==> src/rtl/preset_seq_arbiter.sv <==
// preset_seq_arbiter: round-robin arbiter sharing one SETB preset sequencer
// between NREQ negative-edge preset flop banks. The sequence for a bank is:
// gate its clock, pulse SETB low, hold the clock through recovery, then
// restore the clock. All outputs come straight from flops so SETB and the
// clock enables never glitch.
module preset_seq_arbiter #(
    parameter int NREQ    = 4,
    parameter int PW_CYC  = 2,
    parameter int REC_CYC = 2,
    parameter int CW      = $clog2(((PW_CYC > REC_CYC) ? PW_CYC : REC_CYC) + 1)
) (
    input  logic            CLK,
    input  logic            RSTB,
    input  logic [NREQ-1:0] req,
    output logic [NREQ-1:0] gnt,
    output logic [NREQ-1:0] setb_o,
    output logic [NREQ-1:0] clken_o,
    output logic [NREQ-1:0] done,
    output logic            busy
);
    localparam int IW = (NREQ > 1) ? $clog2(NREQ) : 1;
    localparam logic [CW-1:0] PW_LOAD  = CW'(PW_CYC - 1);
    localparam logic [CW-1:0] REC_LOAD = CW'(REC_CYC - 1);

    typedef enum logic [2:0] {
        IDLE,
        HALT,
        ASSERT,
        RECOVER,
        DONE
    } state_t;

    state_t          state_q, state_d;
    logic [IW-1:0]   idx_q, idx_d;
    logic [IW-1:0]   rr_q, rr_d;
    logic [CW-1:0]   cnt_q, cnt_d;
    logic [NREQ-1:0] gnt_q, gnt_d;
    logic [NREQ-1:0] setb_q, setb_d;
    logic [NREQ-1:0] clken_q, clken_d;
    logic [NREQ-1:0] done_q, done_d;
    logic            busy_q, busy_d;

    logic            found;
    logic [IW-1:0]   pick;
    logic [IW-1:0]   j;
    logic [NREQ-1:0] sel;

    // Round-robin pick: first requesting bank at or above rr_q, wrapping.
    always_comb begin
        found = 1'b0;
        pick  = '0;
        j     = '0;
        for (int i = 0; i < NREQ; i++) begin
            j = IW'((int'(rr_q) + i) % NREQ);
            if (!found && req[j]) begin
                found = 1'b1;
                pick  = j;
            end
        end
    end

    // Sequencer next state; outputs are decoded from the next state so they
    // can be registered alongside it without a cycle of lag.
    always_comb begin
        state_d = state_q;
        idx_d   = idx_q;
        rr_d    = rr_q;
        cnt_d   = cnt_q;
        case (state_q)
            IDLE: begin
                if (found) begin
                    state_d = HALT;
                    idx_d   = pick;
                end
            end
            HALT: begin
                state_d = ASSERT;
                cnt_d   = PW_LOAD;
            end
            ASSERT: begin
                if (cnt_q != '0) begin
                    cnt_d = cnt_q - CW'(1);
                end else begin
                    state_d = RECOVER;
                    cnt_d   = REC_LOAD;
                end
            end
            RECOVER: begin
                if (cnt_q != '0) cnt_d = cnt_q - CW'(1);
                else             state_d = DONE;
            end
            DONE: begin
                // Requests dropped mid-sequence are ignored: a preset
                // cannot be aborted, so only here do we move on.
                state_d = IDLE;
                rr_d    = (idx_q == IW'(NREQ - 1)) ? '0 : idx_q + 1'b1;
            end
            default: state_d = IDLE;
        endcase

        sel          = '0;
        sel[idx_d]   = 1'b1;
        gnt_d        = '0;
        setb_d       = '1;
        clken_d      = '1;
        done_d       = '0;
        case (state_d)
            HALT: begin
                gnt_d   = sel;
                clken_d = ~sel;
            end
            ASSERT: begin
                gnt_d   = sel;
                setb_d  = ~sel;
                clken_d = ~sel;
            end
            RECOVER: begin
                gnt_d   = sel;
                clken_d = ~sel;
            end
            DONE:    done_d = sel;
            default: ;
        endcase
        busy_d = (state_d != IDLE);
    end

    // State and output registers; reset releases SETB and re-enables clocks.
    always_ff @(posedge CLK or negedge RSTB) begin
        if (!RSTB) begin
            state_q <= IDLE;
            idx_q   <= '0;
            rr_q    <= '0;
            cnt_q   <= '0;
            gnt_q   <= '0;
            setb_q  <= '1;
            clken_q <= '1;
            done_q  <= '0;
            busy_q  <= 1'b0;
        end else begin
            state_q <= state_d;
            idx_q   <= idx_d;
            rr_q    <= rr_d;
            cnt_q   <= cnt_d;
            gnt_q   <= gnt_d;
            setb_q  <= setb_d;
            clken_q <= clken_d;
            done_q  <= done_d;
            busy_q  <= busy_d;
        end
    end

    assign gnt     = gnt_q;
    assign setb_o  = setb_q;
    assign clken_o = clken_q;
    assign done    = done_q;
    assign busy    = busy_q;
endmodule

==> config.mk <==
export PLATFORM = sky130hd
export DESIGN_NAME = preset_seq_arbiter
export DESIGN_NICKNAME = d
export VERILOG_FILES = /design/src/rtl/preset_seq_arbiter.sv
export SDC_FILE = /design/constraint.sdc
export NUM_CORES = 1
export LEC_CHECK = 0
export ABC_AREA = 1
export CAP_MARGIN = 0
export CORE_MARGIN = 1
export CORE_UTILIZATION = 54
export DETAILED_ROUTE_END_ITERATION = 7
export DONT_BUFFER_PORTS = 1
export PLACE_DENSITY_LB_ADDON = 0.15
export SYNTH_ARGS = -nofsm -noshare
export SYNTH_HDL_FRONTEND = slang
export SYNTH_SLANG_ARGS = --single-unit
==> constraint.sdc <==
create_clock -name CLK -period 2.05 [get_ports CLK]
set_input_delay 0.41 -clock CLK [delete_from_list [all_inputs] [get_ports CLK]]
set_output_delay 0.41 -clock CLK [all_outputs]
set_load 0.05 [all_outputs]
# After elaboration in Yosys (flattened, before gate mapping)
# Index checks and enable logic that the tools add are counted.
# totals
register_bits	26
input_bits	6
out_inout_bits	17
word_cells	76
# op_classes
n_addsub	5
magnitude_cmp	6
eq_ne	10
muxes	32
bitwise	1
n_reduce_logical	13
# op_table
operator	count
2-to-1 mux 2 bit	9
2-to-1 mux 4 bit	4
less-than comparator 2 x 3 -> 1 bit (second input constant)	5
== test 3 x 2 -> 1 bit (second input constant)	4
case mux 3 bit (4 select lines)	1
2-to-1 mux 1 bit	9
2-to-1 mux 3 bit	3
binary-select mux 1 bit (select 2 bit)	4
== test 3 x 1 -> 1 bit (second input constant)	2
== test 3 bit (second input constant)	2
case mux 2 bit (3 select lines)	1
nonzero test 3 bit	2
adder 2 x 1 -> 2 bit (second input constant)	2
adder 2 bit (second input constant)	2
logical AND 1 bit	4
NOT 4 bit	1
logical NOT 1 bit	3
logical NOT 3 bit	1
OR reduction 3 bit	1
demux 1 bit (select 2 bit)	1
== test 2 bit (second input constant)	1
>= comparator 2 x 1 -> 1 bit (second input constant)	1
!= test 2 bit (second input constant)	1
AND reduction 2 bit	1
other kinds (2)	2

# Longest topological paths before layout
# depth
depth_word	20
ltp_mapped	13
mapped_depth_nobuf	13

# Worst setup path before layout
# OpenSTA, ideal clock, no wires.
# synth_path
path_type	register to register
start	register rr_q[0]
end	register done_q[0] (netlist: done[0])
setup_time_ns	0.072
arrival_ns	1.434
required_time_ns	1.978
slack_ns	0.545
stages_incl_launch_ff	12
path_buffers	1
synth_period_minus_slack_ns	1.505
path_cell_list	dfrtp_1 -> buf_6 -> nand2_1 -> o21ai_2 -> nor2_4 -> nand3_2 -> nand2_2 -> inv_2 -> or2_0 -> nand2_2 -> nand2_1 -> nor2_1
# synth_between
elab_chain_cells	19
word_cells_on_any_way	36
classes_between	add/sub: 3; order compare: 2; eq/ne: 1; mux: 23; reduce/logical: 7
# synth_lines
item	line	rtl
start, declared	35	logic [IW-1:0] rr_q, rr_d;
start signal, assigned	142	rr_q <= rr_d;
parallel branches: the longest is 18 deep, another holds adder 2 x 1 -> 2 bit	-	
2-to-1 mux 4 bit *	107	case (state_d)
net done_d[0]	40	logic [NREQ-1:0] done_q, done_d;
end signal, assigned	147	done_q <= done_d;
end, declared	40	
# Mark *: on every way through the listed nets, which the timed path passes. The select of a mux whose other input is x is not followed.
# A chain may end at the register's enable or synchronous reset.

# Final worst setup path
# layout_path
start	register rr_q[0]
end	register setb_q[0] (netlist: setb_o[0])
# layout_between
elab_chain_cells	20
word_cells_on_any_way	37
classes_between	add/sub: 3; order compare: 2; eq/ne: 1; mux: 23; bitwise: 1; reduce/logical: 7
# layout_lines
item	line	rtl
parallel branches: the longest is 12 deep, another holds adder 2 x 1 -> 2 bit	-	
2-to-1 mux 2 bit *	71	if (found) begin
2-to-1 mux 2 bit *	69	case (state_q)
net idx_d[0]	34	logic [IW-1:0] idx_q, idx_d;
less-than comparator 2 x 3 -> 1 bit (not written as such) or >= comparator 2 x 1 -> 1 bit (tied branches)	102	sel[idx_d] = 1'b1;
logical AND 1 bit (not written as such)	102	
2-to-1 mux 1 bit (not written as such)	102	
demux 1 bit (select 2 bit) *	102	
NOT 4 bit *	114	setb_d = ~sel;
2-to-1 mux 4 bit *	107	
net setb_d[0]	38	logic [NREQ-1:0] setb_q, setb_d;
end signal, assigned	145	setb_q <= setb_d;
end, declared	38	
# Marked as above.

==> results.cfg <==
[logic_synthesis]
synth_edf_count = 0
synth.ff_latch_count = 26
syn_inst = 147
yosysTopAreaCellShare_pct = 36.0
syn-num-nets = 156
yosys_most_used_dff = dfrtp_1
netlist_area_um2 = 1250
synthTopCellsByArea = dfrtp_1 (36%), dfstp_2 (17%), nand2_1 (13%), inv_1 (6.0%), nand2_2 (4.0%)
ys_seq_area_share_pct = 52.8
syn_area_per_cell_um2 = 8.51
synth.distinct_cells = 20
yosys_warnings = 0
ys_async_sr_fraction_pct = 100
synth_top_area_cell = dfrtp_1

[run_status]
status = finished, final reports clean

[setup_path]
crit_path_max_fanout = 13
r2r_cells = 13
reg2reg_to = setb_o[0]$_DFF_PN1_
r2r_slack_ns = 0.24
r2r_start = rr_q[0]$_DFFE_PN0N_
startpoint_type = flop
crit_arrival_ns = 2.06
required_ns = 2.30
crit_end = setb_o[0]$_DFF_PN1_
startpoint = rr_q[0]$_DFFE_PN0N_
critical_path_class = flop to flop
endpoint_kind = flop

[global_routing]
grt_usage_pct = 18.8
grt_pass1_wl_um = 3520
grt_overflow_total = 0
grt_max_degree = 27
antenna_found_initial = 0
grt_pass1_vias = 890

[timing]
fmax_ghz = 0.552
finalSetupViolations = 0
timing.final.crit_share_pct = 88.4
setup_tns_ns = 0
skew_ns = 0.00610
tightest_slew_ns = 1.08
hold_viol = 0
max_slew_margin_pct = 27.9
rsz0062_at_grt = false
finalWorstPathRequiredPeriod_ns = 1.81
worst_slack_ns = 0.238
drv_slew = 0

[placement]
post-place-cells = 175
io_buffers = 0
hpwl_um = 1500
gp_congestion = 0.795
place_ws_ns = 0.275

[drt]
vias = 903
drc = 0
drtAntennaViolNets = 0
routed_wl_um = 2050
vias_per_cell = 5.02
wl_per_cell_um = 11.4
dr.pass1.iters = 5
drt_first_iter_violations = 15

[min_path]
min_path_type = flop to flop
hold_depth = 1

[cells_and_area]
areaGrowthSynthToFinish_pct = 7.50
antenna_cells = 0
layout-drive-gt1-share_pct = 19.7
final_cells = 180
final_nets = 162
mostFrequentLayoutCell = nand2_1
nFillCells = 191
final_cell_mix = nand2_1 (43), inv_1 (20), dfrtp_1 (18)

[floorplanning]
dieArea_um2 = 2510
num_rows = 17
die_h_um = 50.1
start_util_pct = 57.1
io-pin-count = 23
core_um2 = 2190
die_x_um = 50.1

[clock_tree]
clk_pin_slew_ns = 0.13
cts_setup_buffers = 0
cts_repair_resize_count = 0
ctsLongestPathBuffers = 2
h-tree-depth = 1
clock-root-buffer = clkbuf_4
hold_buffers = 1
cts_sinks = 26
cts_tree = yes
clk-insertion-delay-late_ns = 0.31
cts_buffers = 3

[run]
cap_violations = 0
[critical path, cell delays in order (launching register included)]
cell and delay (ns):
dfrtp_1 0.63, inv_2 0.17, nand2_1 0.12, nand2_2 0.07, nand2_1 0.08, nand2_2 0.07, inv_1 0.07, nand2_2 0.06
nand2_1 0.07, nand2_1 0.06, nand3_2 0.08, nand2_4 0.08, nor2_1 0.12, nand2_1 0.07
[worst min path at each step]
stage	startpoint	end	slack [ns]
detailed placement	RSTB	gnt[0]$_DFF_PN0_	0.11
CTS	cnt_q[0]$_DFFE_PN0P_	cnt_q[0]$_DFFE_PN0P_	0.54
global placement	RSTB	gnt[0]$_DFF_PN0_	0.11
global route	cnt_q[0]$_DFFE_PN0P_	cnt_q[0]$_DFFE_PN0P_	0.56
floorplan	RSTB	busy$_DFF_PN0_	0.11
finish	cnt_q[0]$_DFFE_PN0P_	cnt_q[0]$_DFFE_PN0P_	0.54
[per-layer routing]
metal / global-route usage, % / vias to the layer above / share of wire (%)
li1: - / 465 / -
met3: 3.64 / 4 / 3.6
met2: 32.7 / 21 / 49
met1: 22.4 / 413 / 46
met5: 0 / - / 0
met4: 8.57 / 0 / 1.6
[cells in the mapped netlist, types with 3 or more instances]
cell type / instances
nor2_1: 13
nand2_1: 43
nand3_1: 8
nand3_2: 3
inv_1: 20
dfrtp_1: 18
ha_1: 3
nand2_2: 8
o21ai_0: 8
dfstp_2: 8
[cell families after synthesis]
kind of cell | share of synthesized area (%)
AOI/OAI and AO/OA | 6.20
adders and majority gates | 3.00
buffers and inverters | 7.50
DFF | 52.8
and+or+nand+nor | 30.5
[metrics by stage]
| stage | utilization (%) | hold WS [ns] | instance area (um^2) |
|---|---|---|---|
| 2_1_floorplan | - | 0.114 | 1250 |
| 3_3_place_gp | 58.5 | 0.115 | 1280 |
| 3_5_place_dp | 58.5 | 0.115 | 1280 |
| 4_1_cts | 61.4 | 0.541 | 1350 |
| 5_1_grt | 61.4 | 0.556 | 1350 |
| 6_report | 61.4 | 0.535 | 1350 |
[registers in the layout, summed over array words and instances, names as in the netlist]
| register | count |
|---|---|
| cnt_q | 2 |
| gnt | 4 |
| done | 4 |
| rr_q | 2 |
| busy | 1 |
| setb_o | 4 |
| state_q | 3 |
| idx_q | 2 |
| clken_o | 4 |
[final cells by class]
class	instances	area (um^2)	area share, %
clock inverter	1	30.0	2.23
inverter	22	82.6	6.14
sequential	26	661	49.1
multi-input combinational	98	497	36.9
clock buffer	3	22.5	1.67
timing repair buffer	2	17.5	1.30
tap	28	35.0	2.60
Power is not shown: default switching activity piles up to over one toggle a cycle in this logic, so the estimate is an artifact.
